$ cat config.mk
export PLATFORM = sky130hd
export DESIGN_NAME = sample_player
export DESIGN_NICKNAME = d
export VERILOG_FILES = /design/src/rtl/sample_player.sv
export SDC_FILE = /design/constraint.sdc
export NUM_CORES = 1
export LEC_CHECK = 0
export ABC_AREA = 1
export ABC_CLOCK_PERIOD_IN_PS = 12200
export CAP_MARGIN = 15
export CORE_UTILIZATION = 61
export CTS_CLUSTER_DIAMETER = 50
export DETAILED_ROUTE_END_ITERATION = 10
export DONT_BUFFER_PORTS = 1
export PLACE_DENSITY = 0.85
export REMOVE_ABC_BUFFERS = 1
export SYNTH_ARGS = -nofsm -noshare
export SYNTH_HDL_FRONTEND = slang
export SYNTH_SLANG_ARGS = --single-unit
export TNS_END_PERCENT = 50
$ cat constraint.sdc
create_clock -name clk50 -period 12.2 [get_ports clk50]
set_clock_uncertainty 0.2 [all_clocks]
set_input_delay 2.44 -clock clk50 [delete_from_list [all_inputs] [get_ports clk50]]
set_output_delay 2.44 -clock clk50 [all_outputs]
set_load 0.02 [all_outputs]
$ cat src/rtl/sample_player.sv
// Sample playback engine: fetches recorded samples over a request/valid read port and
// replays them on each tick at normal, fast (skip) or slow (repeat/interpolate) speed.
module sample_player (
  input  logic               clk50,
  input  logic               rst_n,
  input  logic               tick,
  input  logic               start,
  input  logic               stop,
  input  logic               pause,
  input  logic               isNormalSpeed,
  input  logic               isFast,
  input  logic               interp,
  input  logic [2:0]         ratio,
  input  logic [19:0]        endAddr,
  output logic               rdReq,
  output logic [19:0]        rdAddr,
  input  logic [15:0]        rdData,
  input  logic               rdValid,
  output logic signed [15:0] sampleOut,
  output logic               sampleValid,
  output logic               busy,
  output logic               done,
  output logic               underrun
);

  typedef enum logic [1:0] {S_IDLE, S_FETCH, S_PLAY, S_FIN} state_t;

  state_t             state;
  logic [20:0]        p;
  logic [2:0]         j;
  logic               m_norm, m_fast, m_interp;
  logic [2:0]         m_ratio;
  logic               need_s0, need_s1;
  logic signed [15:0] s0, s1;

  logic               data_ok, slow_interp, new_si, adv;
  logic [20:0]        p_nxt;
  logic [2:0]         j_nxt;
  logic signed [15:0] play_val;

  // 2^16 / N, so that j*R[N] / 2^16 approximates j/N
  function automatic logic [16:0] recip(input logic [2:0] r);
    case (r)
      3'd0:    return 17'd65536;
      3'd1:    return 17'd32768;
      3'd2:    return 17'd21846;
      3'd3:    return 17'd16384;
      3'd4:    return 17'd13108;
      3'd5:    return 17'd10923;
      3'd6:    return 17'd9363;
      default: return 17'd8192;
    endcase
  endfunction

  function automatic logic signed [15:0] interp_sample(input logic signed [15:0] a,
                                                       input logic signed [15:0] b,
                                                       input logic [2:0] ph,
                                                       input logic [2:0] r);
    logic signed [16:0] diff;
    logic signed [39:0] prod;
    logic [16:0]        sum;
    diff = {b[15], b} - {a[15], a};
    prod = 40'(diff) * 40'($signed({1'b0, ph})) * 40'($signed({1'b0, recip(r)}));
    sum  = {a[15], a} + 17'(prod >>> 16);
    return sum[15:0];
  endfunction

  assign data_ok     = !need_s0 && !need_s1;
  assign slow_interp = !m_norm && !m_fast && m_interp;
  assign new_si      = !isNormalSpeed && !isFast && interp;
  assign play_val    = slow_interp ? interp_sample(s0, s1, j, m_ratio) : s0;

  always_comb begin
    adv   = 1'b0;
    p_nxt = p;
    j_nxt = j + 3'd1;
    if (m_norm) begin
      adv   = 1'b1;
      p_nxt = p + 21'd1;
      j_nxt = 3'd0;
    end else if (m_fast) begin
      adv   = 1'b1;
      p_nxt = p + {18'd0, m_ratio} + 21'd1;
      j_nxt = 3'd0;
    end else if (j == m_ratio) begin
      adv   = 1'b1;
      p_nxt = p + 21'd1;
      j_nxt = 3'd0;
    end
  end

  always_ff @(posedge clk50 or negedge rst_n) begin
    if (!rst_n) begin
      state       <= S_IDLE;
      p           <= '0;
      j           <= '0;
      rdReq       <= 1'b0;
      rdAddr      <= '0;
      sampleOut   <= '0;
      sampleValid <= 1'b0;
      busy        <= 1'b0;
      done        <= 1'b0;
      underrun    <= 1'b0;
      need_s0     <= 1'b0;
      need_s1     <= 1'b0;
      m_norm      <= 1'b1;
      m_fast      <= 1'b0;
      m_interp    <= 1'b0;
      m_ratio     <= '0;
    end else begin
      sampleValid <= 1'b0;
      if (stop) begin
        state     <= S_IDLE;
        rdReq     <= 1'b0;
        need_s0   <= 1'b0;
        need_s1   <= 1'b0;
        sampleOut <= '0;
        busy      <= 1'b0;
        done      <= 1'b0;
      end else begin
        // read engine: one outstanding request, s0 before s1, one idle cycle between
        if (rdReq) begin
          if (rdValid) begin
            rdReq <= 1'b0;
            if (need_s0) need_s0 <= 1'b0;
            else         need_s1 <= 1'b0;
          end
        end else if (need_s0) begin
          rdReq  <= 1'b1;
          rdAddr <= p[19:0];
        end else if (need_s1) begin
          rdReq  <= 1'b1;
          rdAddr <= p[19:0] + 20'd1;
        end

        case (state)
          S_IDLE, S_FIN: begin
            if (state == S_FIN) sampleOut <= '0;
            if (start) begin
              m_norm   <= isNormalSpeed;
              m_fast   <= isFast;
              m_interp <= interp;
              m_ratio  <= ratio;
              p        <= '0;
              j        <= '0;
              need_s0  <= 1'b1;
              need_s1  <= new_si && (endAddr != 20'd0);
              underrun <= 1'b0;
              busy     <= 1'b1;
              done     <= 1'b0;
              state    <= S_FETCH;
            end
          end
          S_FETCH: if (data_ok) state <= S_PLAY;
          S_PLAY: begin
            if (tick && !pause) begin
              sampleValid <= 1'b1;
              if (!data_ok) begin
                underrun <= 1'b1;
              end else begin
                sampleOut <= play_val;
                p         <= p_nxt;
                j         <= j_nxt;
                if (adv) begin
                  // sample boundary: the mode for the next sample is taken here
                  m_norm   <= isNormalSpeed;
                  m_fast   <= isFast;
                  m_interp <= interp;
                  m_ratio  <= ratio;
                  if (p_nxt > {1'b0, endAddr}) begin
                    state <= S_FIN;
                    busy  <= 1'b0;
                    done  <= 1'b1;
                  end else begin
                    need_s0 <= 1'b1;
                    need_s1 <= new_si && ((p_nxt + 21'd1) <= {1'b0, endAddr});
                  end
                end
              end
            end
          end
          default: state <= S_IDLE;
        endcase
      end
    end
  end

  // sample holding registers: data only, no reset
  always_ff @(posedge clk50) begin
    if (rdReq && rdValid && !stop) begin
      if (need_s0) begin
        s0 <= rdData;
        s1 <= rdData;
      end else begin
        s1 <= rdData;
      end
    end
  end

endmodule

**Yosys cells after proc, flatten, opt, wreduce, memory -nomap -nowiden**

Cells that the tools add are included.

- Register bits: 107
- Input port bits: 49
- Logic and storage cells: 185

- Add/subtract/negate cells: 8
- Magnitude comparators: 2
- Reductions and logical operators: 33
- Equality and inequality tests: 22
- $mul: 2
- Bitwise operators: 2
- Muxes and demuxes: 98

Operators by type and width:

| cell | number |
|---|---|
| $mux 21 | 6 |
| $pmux 17 s7 | 1 |
| $mux 16 | 5 |
| $add 21x1->21 const B | 3 |
| $mux 1 | 54 |
| $pmux 21 s2 | 1 |
| $mux 20 | 2 |
| $mul 21x18->32 | 1 |
| $pmux 16 s2 | 1 |
| $mux 3 | 10 |
| $add 21x3->21 | 1 |
| $gt 21x20->1 | 1 |
| $le 21x20->1 | 1 |
| $mul 17x4->21 | 1 |
| $ne 3x3->1 const B | 7 |
| $add 20x1->20 const B | 1 |
| $reduce_bool 20->1 | 1 |
| $reduce_and 6->1 | 3 |
| $sub 16x16->17 | 1 |
| $add 16x16->16 | 1 |
| $pmux 1 s2 | 8 |
| $mux 2 | 7 |
| $pmux 3 s2 | 2 |
| $logic_and 1x1->1 | 10 |
| other kinds (20) | 38 |

**Depth between registers and ports, before layout**

Gate-level depths: netlist (run 1).

- Word-level depth: 13
- Gate-level depth with buffers: 61

**Worst setup path after synthesis (run 1)**

No wires, ideal clock.

- Path type: register to register
- Start: reg s0[0]
- End: reg sampleOut[12]
- Setup slack: 1608 ps
- Setup time: 117 ps
- Buffers on the path: 0
- Data arrival time: 10276 ps
- Cell stages (with the launch flop): 53
- Path through: edfxtp_1 ha_1 fa_1 o21ai_0 a21o_1 a21o_1 a21oi_1 xor2_1 or2_2 fa_1 inv_1 ha_1 nand2_1 nor2_1 nand3_1 nand3_1 xor2_1 inv_1 [17 not listed] xnor2_1 inv_1 fa_1 nand3b_1 nand2_1 a21oi_1 o21ai_0 nand2_1 nand2_1 a21oi_1 o21ai_0 nand2_1 nand2_1 a21oi_1 xor2_1 nand2_1 nand2_1 nand2_1

- Word-level cells in the longest chain between the ends: 9

Ends and longest elaborated chain:

| item | line | source |
|---|---|---|
| from (decl) | 34 | `logic signed [15:0] s0, s1;` |
| from (signal assigned) | 192 | `s0 <= rdData;` |
| $sub 16x16->17 | 62 | `diff = {b[15], b} - {a[15], a};` |
| $mul 17x4->21 | 63 | `prod = 40'(diff) * 40'($signed({1'b0, ph})) * 40'($signed({1'b0, recip(r)}));` |
| $mul 21x18->32 | 63 |  |
| $add 16x16->16 * | 64 | `sum = {a[15], a} + 17'(prod >>> 16);` |
| $mux 16 * | 71 | `assign play_val = slow_interp ? interp_sample(s0, s1, j, m_ratio) : s0;` |
| $mux 16 * | 158 | `if (!data_ok) begin` |
| $mux 16 * | 156 | `if (tick && !pause) begin` |
| $pmux 16 s2 * | 136 | `case (state)` |
| $mux 16 * | 112 | `if (stop) begin` |
| to (signal assigned) | 161 | `sampleOut <= play_val;` |
| to (decl) | 19 | `output logic signed [15:0] sampleOut,` |

Every way passes the cells marked *; elsewhere a longest branch is shown, timed or not. The select of a mux whose other input is x is not followed.
A chain may end at the register's enable or synchronous reset.

**Final worst setup path (run 1)**

Ends and elaborated chain as after synthesis.

==> flow_summary_export.csv, run 1 <==
group,metric,value,unit
logic_synthesis,synth.most_common_cell,"inv_1",
clocking,root_buffer,"clkbuf_16",
timing,period_share,95.8,%
worst_hold_path,worstHoldStart,"m_interp$_DFFE_PN0P_",
clocking,cts_buffer_depth,2,
place,dp_hpwl,52600,um
timing,setup_viol,0,
logic_synthesis,ys_seq_area_share,13.3,%
detailed_routing,drt_wl_total,62800,um
grt,use_met3,6.77,%
clocking,clock-sinks,107,
logic_synthesis,ys_ff_latch,107,
setup_path,critPathKind,"register to register",
clocking,worstSkewPairLatency,370,ps
detailed_routing,dr.pass1.iters,8,
final_layout,area_growth_syn_to_layout,6.75,%
grt,grt_pass1_wl,101000,um
place,io_buffers,0,
grt,grt_use_met1,48.9,%
final_layout,nFillCells,2962,
timing,rsz0062_at_grt,"yes",
grt,grt.busiest_layer,"met2",
timing,tightest_slew,1120,ps
clocking,cts_hold_buf,0,
setup_path,critPathCaptureType,"register",
setup_path,slowest_stage,"fa_1",
grt,grt_usage,36.8,%
worst_hold_path,min_to,"m_interp$_DFFE_PN0P_",
logic_synthesis,synthCells,2757,
logic_synthesis,syn_avg_cell_area,7.74,sq um
clocking,cts-htree-levels,3,
floorplan,die_x,189,um
logic_synthesis,ys_top_cells_by_area,"fa_1, inv_1, ha_1",
timing,relSlewSlack,25.4,%
worst_hold_path,min_path_type,"register to register",
detailed_routing,route.detailed.wl_per_inst,19.4,um
setup_path,cp-start-kind,"register",
worst_hold_path,hold_depth,2,
logic_synthesis,async_flop_share,70.1,%
detailed_routing,drt_iter0_markers,1623,
setup_path,regToRegStartpoint,"s0[0]$_DFFE_PP_",
pwr,vdd_drop_max,0.132,mV
grt,antenna_found_initial,2,
logic_synthesis,synth_top_area_share,29.7,%
setup_path,r2r_slack,510,ps
detailed_routing,drc,0,
logic_synthesis,ys.flop_type,"dfrtp_1",
timing,holdWs,299,ps
flow_run,maxCapViolations,0,
run_status,run_status,"finished, final reports clean",
floorplan,core-area,34500,sq um
clocking,numCtsBuffers,9,
floorplan,die_h,189,um
setup_path,critPathArrivalTime,11750,ps
logic_synthesis,synth_top_area_cell,"fa_1",
setup_path,cpMostUsedCell,"nand2_1",
setup_path,reg2reg_depth,58,
setup_path,max_stage_delay,560,ps
logic_synthesis,synth_enable_flop_cells,32,
logic_synthesis,yosys_warnings,0,
final_layout,drive_gt1_share,8.10,%
timing,tns,0,ps
pwr,power_density,110,nW/um^2
logic_synthesis,ys_types,62,
setup_path,worstReg2RegEnd,"sampleOut[12]$_DFFE_PN0P_",
floorplan,die-area,35700,sq um
pwr,finalPower,2500,uW
detailed_routing,viasPerCell,5.68,
pwr,total_leakage_power,0.0119,uW
grt,grt_max_degree,76,
grt,met2_usage,61.0,%
floorplan,start_util,62.0,%
timing,max_freq,85.5,MHz
setup_path,critPathMaxFanout,6,
floorplan,rows,68,
timing,fin_crit,11690,ps
clocking,cts_tree,"yes",
timing,drv_slew,0,
logic_synthesis,syn_area,21300,sq um
timing,hold_viol,0,
logic_synthesis,synth_commonest_cells,"inv_1, nand2_1, nor2_1, fa_1, ha_1",
grt,grt_overflow,0,
detailed_routing,detail-route-antenna-nets,0,
floorplan,num_io_pins,90,
setup_path,required,12260,ps
final_layout,nets,3335,
place,gp_congestion,1.01,
grt,grt_pass1_vias,18900,
detailed_routing,num_vias,18400,
clocking,path_clk_slew,70,ps
==> report_power, final <==
part           total [uW]  switching [uW]  internal [uW]
registers             639             182            458
clock network         301             140            160
logic                1560            1070            488
total                2500            1390           1110
==> logic make-up after synthesis <==
kind of cell | count (synthesis) | synth area share, %
flops | 107 | 13.3
mux | 1 | 0.0469
compound gates | 316 | 8.66
buf+inv | 748 | 13.3
simple gates | 981 | 19.7
xor+xnor | 90 | 3.76
fa+ha+maj | 514 | 41.3
==> layer usage <==
layer,vias to the layer above,share of wire [%]
li1,8446,-
met1,8939,40
met2,842,47
met3,148,9.2
met4,0,3.5
met5,-,0
==> cell usage in the layout (no fill, tap or decap), types with 5 or more instances in the layout <==
| cell | n |
|---|---|
| nand2_4 | 5 |
| o21a_1 | 11 |
| o21ai_1 | 9 |
| or2_2 | 17 |
| a21oi_1 | 107 |
| a31oi_1 | 16 |
| nand2_1 | 433 |
| nand3_1 | 85 |
| clkinv_1 | 10 |
| clkbuf_16 | 9 |
| dfrtp_1 | 74 |
| and2_1 | 5 |
| o21ai_2 | 5 |
| ha_1 | 191 |
| nand3_2 | 6 |
| buf_4 | 51 |
| a21o_1 | 8 |
| nor2_4 | 14 |
| a32o_1 | 6 |
| inv_2 | 17 |
| o22ai_1 | 22 |
| nand2_2 | 14 |
| nor2_1 | 306 |
| nor3_1 | 24 |
| o211ai_1 | 14 |
| o21bai_1 | 8 |
| fa_1 | 315 |
| ha_2 | 5 |
| nand4_1 | 25 |
| nor2_2 | 24 |
| edfxtp_1 | 32 |
| o21ai_0 | 76 |
| xor2_2 | 8 |
| xnor2_1 | 22 |
| xor2_1 | 53 |
| xnor2_2 | 6 |
| a21oi_2 | 12 |
| nor4_1 | 5 |
| inv_1 | 673 |
==> how the worst max path moves through the flow <==
stage,startpoint,endpoint,depth (start not counted)
finish,s0[0]$_DFFE_PP_,sampleOut[12]$_DFFE_PN0P_,58
global route,s0[0]$_DFFE_PP_,sampleOut[15]$_DFFE_PN0P_,56
CTS,s0[0]$_DFFE_PP_,sampleOut[12]$_DFFE_PN0P_,57
floorplan,s0[0]$_DFFE_PP_,sampleOut[12]$_DFFE_PN0P_,52
detailed placement,s0[0]$_DFFE_PP_,sampleOut[12]$_DFFE_PN0P_,57
global placement,s0[0]$_DFFE_PP_,sampleOut[12]$_DFFE_PN0P_,57
==> repair_timing <==
action	4_1_cts	5_1_grt
pin swaps	0	13
resized for setup	1	99
buffers inserted	0	4
endpoints found under the setup margin	1	9
==> registers in the layout, indices dropped and copies added, names as in the netlist <==
register     count
sampleOut       16
s1              16
done             1
busy             1
m_norm           1
m_fast           1
s0              16
m_interp         1
underrun         1
state            2
p               21
sampleValid      1
rdAddr          20
rdReq            1
need_s0          1
need_s1          1
m_ratio          3
j                3
==> layout make-up <==
type	count	area, sq um	share of cell area, %
timing repair buffer	51	383	1.68
multi-input combinational	1902	16100	70.5
inverter	701	2630	11.6
antenna	2	5.00	0.0220
clock inverter	7	77.6	0.340
sequential	107	2840	12.5
clock buffer	9	225	0.988
tap	455	569	2.50
==> per-stage QoR <==
step / utilization, % / cell area [sq um] / setup slack [ps] / instances
CTS: 64.9 / 22400 / 97.0 / 3228
floorplan: - / 21100 / 1610 / 2710
finish: 66.1 / 22800 / 507 / 3234
global route: 66.1 / 22800 / -151 / 3234
global placement: 64.1 / 22100 / 256 / 3212
detailed placement: 64.1 / 22100 / 75.1 / 3212
==> critical path, delay by kind of cell (launching register included) <==
| family | cells | cell delay, ps |
|---|---|---|
| DFF | 1 | 420 |
| buffers and inverters | 13 | 1130 |
| AOI/OAI and AO/OA | 9 | 1280 |
| adders and majority gates | 13 | 5630 |
| and+or+nand+nor | 19 | 1850 |
| xor gates and xnor gates | 4 | 1020 |
No activity file was read; power rests on OpenSTA's default activity.
==> run 2, diff against run 1 <==
Settings changed: REMOVE_ABC_BUFFERS 1 to not set.
==> flow_summary_export.csv, run 2 (same netlist as run 1, synthesis figures left out) <==
group,metric,value,unit
run_status,run_status,"finished, final reports clean",
timing,setup_viol,0,
place,dpl.cell_count,3196,
setup_path,cp.buffers_inverters,9,
detailed_routing,drc,0,
clocking,numCtsBuffers,9,
pwr,p_int,1100,uW
detailed_routing,dr.pass1.iters,6,
timing,rsz0062_at_grt,"yes",
pwr,total_leakage_power,0.0118,uW
floorplan,num_io_pins,90,
setup_path,reg2reg_depth,53,
pwr,vdd_drop_max,0.131,mV
clocking,path_clk_slew,80,ps
setup_path,worstReg2RegEnd,"sampleOut[15]$_DFFE_PN0P_",
clocking,cts_hold_buf,0,
timing,hold_viol,0,
grt,grt_overflow,0,
floorplan,die_x,189,um
timing,tns,0,ps
place,dp_hpwl,52400,um
detailed_routing,detail-route-antenna-nets,0,
final_layout,antenna_cells,0,
detailed_routing,route.detailed.wl_per_inst,19.4,um
setup_path,critPathMaxFanout,6,
clocking,root_buffer,"clkbuf_16",
setup_path,slowest_stage,"fa_1",
setup_path,required,12270,ps
clocking,worstSkewPairLatency,380,ps
place,io_buffers,0,
setup_path,setup.worst_path.start,"s0[3]$_DFFE_PP_",
pwr,combPwrFrac,61.4,%
final_layout,stdcell_count,3221,
timing,tightest_slew,1100,ps
floorplan,die-area,35700,sq um
grt,antenna_found_initial,1,
setup_path,critPathCaptureType,"register",
pwr,power_frac_seq,25.9,%
detailed_routing,viasPerCell,5.79,
setup_path,r2r_slack,660,ps
grt,grt_max_degree,76,
detailed_routing,drt_iter0_markers,1905,
clocking,cts_tree,"yes",
timing,relSlewSlack,26.9,%
final_layout,area_growth_syn_to_layout,5.66,%
final_layout,regMostFlops,"p",
grt,grt_usage,36.2,%
final_layout,final_common_cell,"inv_1",
final_layout,nets,3324,
final_layout,largest_reg_flops,21,
clocking,cts-htree-levels,3,
final_layout,final_cell_mix,"inv_1, nand2_1, nor2_1, fa_1, ha_1",
final_layout,largestRegisters,"p (21), rdAddr (20)",
worst_hold_path,min_path_type,"register to register",
flow_run,maxCapViolations,0,
floorplan,die_h,189,um
setup_path,crit_path_end,"sampleOut[15]$_DFFE_PN0P_",
setup_path,critPathKind,"register to register",
pwr,power_density,110,nW/um^2
floorplan,core-area,34500,sq um
timing,max_freq,86.7,MHz
floorplan,rows,68,
setup_path,cp-start-kind,"register",
final_layout,drive_gt1_share,6.51,%
pwr,p_switching,1380,uW
place,gp_congestion,1.07,
setup_path,max_stage_delay,620,ps
logic_synthesis,synth_nets,3320,
timing,holdWs,292,ps
detailed_routing,num_vias,18600,
setup_path,path_delay_family,"adder cells",
timing,drv_slew,0,
pwr,clkPwrFrac,12.7,%
clocking,clock-sinks,107,
detailed_routing,drt_wl_total,62400,um
floorplan,start_util,62.0,%
clocking,cts_buffer_depth,2,
grt,grt_pass1_wl,99800,um
timing,fin_crit,11540,ps
pwr,switching_share,55.6,%
setup_path,regToRegStartpoint,"s0[3]$_DFFE_PP_",
setup_path,cp_num_cells,53,
setup_path,critPathArrivalTime,11600,ps
timing,period_share,94.6,%
grt,grt_pass1_vias,19000,
pwr,finalPower,2480,uW
final_layout,final_area,22600,sq um
place,placed_area,22000,sq um
[run 2: cell types whose count changed in the layout (fill, tap and decap cells not counted), moves of 3 or more]
cell and delta:
nor2_1 +13, buf_4 -11, nor2_2 -10, xor2_1 +7, xor2_2 -6, a21oi_1 +4, a21oi_2 -4, inv_2 -3
nor2_4 -3
[run 2: worst reg2reg max path: cells and delay by family, from the launching register on]
kind,cells,cell delay (ps)
flops,1,400
compound gates,8,1210
xor+xnor,3,610
buf+inv,9,700
simple gates,21,2760
fa+ha+maj,12,5540
[run 2: how the worst min path moves through the flow]
stage / cells after the start / startpoint / endpoint
after floorplan: 2 / m_interp$_DFFE_PN0P_ / m_interp$_DFFE_PN0P_
after global placement: 2 / m_interp$_DFFE_PN0P_ / m_interp$_DFFE_PN0P_
after detailed placement: 2 / m_interp$_DFFE_PN0P_ / m_interp$_DFFE_PN0P_
after CTS: 2 / m_interp$_DFFE_PN0P_ / m_interp$_DFFE_PN0P_
after global routing: 2 / m_interp$_DFFE_PN0P_ / m_interp$_DFFE_PN0P_
final: 2 / m_interp$_DFFE_PN0P_ / m_interp$_DFFE_PN0P_
[run 2: area by class of cell]
class / instances / area, sq um
fill: 2978 / 11900
multi-input combinational: 1902 / 15900
timing repair buffer: 40 / 300
clock inverter: 6 / 71.3
inverter: 701 / 2640
sequential: 107 / 2840
clock buffer: 10 / 239
tap: 455 / 569
[run 2: per-stage QoR]
stage          setup WS [ps]  util, %
5_1_grt                 -118     65.5
6_report                 665     65.5
2_1_floorplan           1610        -
3_5_place_dp            84.9     63.7
4_1_cts                 66.3     64.6
3_3_place_gp             350     63.7
[run 2: power by group through the flow]
stage	Clock, uW	Sequential, uW	Combinational, uW
floorplan	0	579	1060
global placement	0	639	1410
detailed placement	0	643	1450
CTS	316	637	1460
global route	327	648	1660
finish	315	641	1520
[run 2: metal layers]
layer	track usage, %	part of all wire (%)	vias up
met3	7.95	11	213
met5	0	0.0048	-
li1	-	-	8420
met4	17.1	5.4	2
met2	59.9	47	1045
met1	45.2	37	8955
[run 2: timing repair]
action,in CTS,in global routing
endpoints found under the hold margin,0,0
setup endpoints to repair,0,10
setup buffers,0,9
gates resized for setup,0,62
==> run 3, diff against run 2 <==
Settings changed: CORE_UTILIZATION 61 to 30, PLACE_DENSITY 0.85 to 0.52.
==> flow_summary_export.csv, run 3 (same netlist as run 1, synthesis figures left out) <==
group,metric,value,unit
clocking,cts_buffer_depth,2,
grt,antenna_found_initial,1,
place,io_buffers,0,
final_layout,stdcell_count,3744,
clocking,clock-sinks,107,
timing,period_share,94.9,%
final_layout,regMostFlops,"p",
detailed_routing,detail-route-antenna-nets,0,
setup_path,cp-start-kind,"register",
place,dpl.cell_count,3723,
setup_path,r2r_slack,630,ps
floorplan,rows,97,
detailed_routing,drt_iter0_markers,1114,
clocking,path_clk_slew,80,ps
final_layout,largestRegisters,"p (21), rdAddr (20)",
timing,holdWs,294,ps
grt,grt_overflow,0,
final_layout,final_common_cell,"inv_1",
setup_path,critPathArrivalTime,11650,ps
detailed_routing,num_vias,17500,
setup_path,reg2reg_depth,55,
final_layout,drive_gt1_share,7.45,%
setup_path,regToRegStartpoint,"s0[1]$_DFFE_PP_",
clocking,worstSkewPairLatency,390,ps
floorplan,die_x,269,um
grt,grt_pass1_vias,18200,
clocking,numCtsBuffers,9,
worst_hold_path,worstHoldStart,"m_interp$_DFFE_PN0P_",
detailed_routing,dr.pass1.iters,5,
final_layout,nets,3362,
setup_path,critPathMaxFanout,7,
floorplan,core-area,70300,sq um
logic_synthesis,synth_nets,3320,
grt,grt_max_degree,76,
place,gp_congestion,0.975,
pwr,power_density,106,nW/um^2
clocking,cts_tree,"yes",
worst_hold_path,min_to,"m_interp$_DFFE_PN0P_",
timing,setup_viol,0,
setup_path,critPathCaptureType,"register",
clocking,root_buffer,"clkbuf_16",
floorplan,die-area,72200,sq um
final_layout,area_growth_syn_to_layout,9.52,%
floorplan,num_io_pins,90,
pwr,vdd_drop_max,0.117,mV
pwr,total_leakage_power,0.0120,uW
setup_path,worstReg2RegEnd,"sampleOut[13]$_DFFE_PN0P_",
final_layout,final_cell_mix,"inv_1, nand2_1, nor2_1, fa_1, ha_1",
worst_hold_path,hold_depth,2,
setup_path,cpMostUsedCell,"inv_1",
flow_run,maxCapViolations,0,
run_status,run_status,"finished, final reports clean",
timing,max_freq,86.4,MHz
setup_path,max_stage_delay,540,ps
detailed_routing,viasPerCell,4.67,
detailed_routing,drt_wl_total,66300,um
worst_hold_path,min_path_type,"register to register",
final_layout,largest_reg_flops,21,
timing,fin_crit,11570,ps
setup_path,required,12270,ps
grt,grt_usage,19.1,%
timing,drv_slew,0,
place,dp_hpwl,57200,um
floorplan,die_h,269,um
detailed_routing,drc,0,
setup_path,slowest_stage,"fa_1",
grt,grt_pass1_wl,105000,um
setup_path,critPathKind,"register to register",
timing,tightest_slew,927,ps
timing,relSlewSlack,38.2,%
timing,hold_viol,0,
floorplan,start_util,30.4,%
detailed_routing,route.detailed.wl_per_inst,17.7,um
clocking,cts-htree-levels,3,
final_layout,antenna_cells,0,
run 3: cell types whose count changed in the layout (fill, tap and decap cells not counted), moves of 3 or more:
cell and delta:
buf_4 +37, o21ai_1 +5, a21oi_1 +4, a21oi_2 -4
nor2_1 +4, inv_6 +3, nor2_4 -3, xor2_1 -3
xor2_2 +3
run 3: worst max path at each step:
stage	start	slack, ps	endpoint	cells after the start
6_report	s0[1]$_DFFE_PP_	630	sampleOut[13]$_DFFE_PN0P_	55
2_1_floorplan	s0[0]$_DFFE_PP_	1610	sampleOut[12]$_DFFE_PN0P_	52
5_1_grt	s0[0]$_DFFE_PP_	-70	sampleOut[13]$_DFFE_PN0P_	54
3_5_place_dp	s0[1]$_DFFE_PP_	-160	sampleOut[13]$_DFFE_PN0P_	52
3_3_place_gp	s0[1]$_DFFE_PP_	-80	sampleOut[13]$_DFFE_PN0P_	52
4_1_cts	s0[1]$_DFFE_PP_	40	sampleOut[13]$_DFFE_PN0P_	52
run 3: final cells by class:
type                    count  area [sq um]
clock buffers               9           225
clock inverters             7          63.8
fillers                  7581         46900
inverters                 701          2640
multi-input cells        1902         15800
flip-flops and latches    107          2840
well taps                 940          1180
repair buffers             78           589
run 3: critical path, delay by kind of cell (launching register included):
family,cells,cell delay [ps]
adder cells (fa/ha/maj),12,4890
AND/OR/NAND/NOR,17,2240
AO/OA/AOI/OAI,11,1940
buffers and inverters,12,980
XOR/XNOR,3,730
flip-flops,1,470
run 3: power by group:
part | switching (uW) | internal [uW] | total [uW]
logic | 1060 | 497 | 1560
clock network | 157 | 145 | 302
registers | 167 | 458 | 624
run 3: metrics by stage:
step / setup TNS, ps / instance area (sq um) / util, % / setup slack, ps / power [uW]
after global placement: -82.4 / 22900 / 32.6 / -82.4 / 2170
after CTS: 0 / 23200 / 33.0 / 36.9 / 2480
after global routing: -124 / 23400 / 33.3 / -69.8 / 2710
final: 0 / 23400 / 33.3 / 625 / 2490
after detailed placement: -159 / 22900 / 32.6 / -159 / 2170
after floorplan: 0 / 21300 / - / 1610 / 1640
run 3: routing by layer:
| metal | wire length, um | track usage (%) | part of all wire, % |
|---|---|---|---|
| met1 | 29700 | 25.5 | 45 |
| met2 | 31900 | 32.8 | 48 |
| met3 | 3210 | 2.53 | 4.8 |
| met4 | 1450 | 4.58 | 2.2 |
| met5 | 17 | 0 | 0.026 |
run 3: what timing repair did:
item / in CTS / in global routing
setup buffers: 0 / 5
hold buffers: 0 / 0
setup endpoints to repair: 2 / 9
resized for setup: 2 / 49
pin swaps: 0 / 8
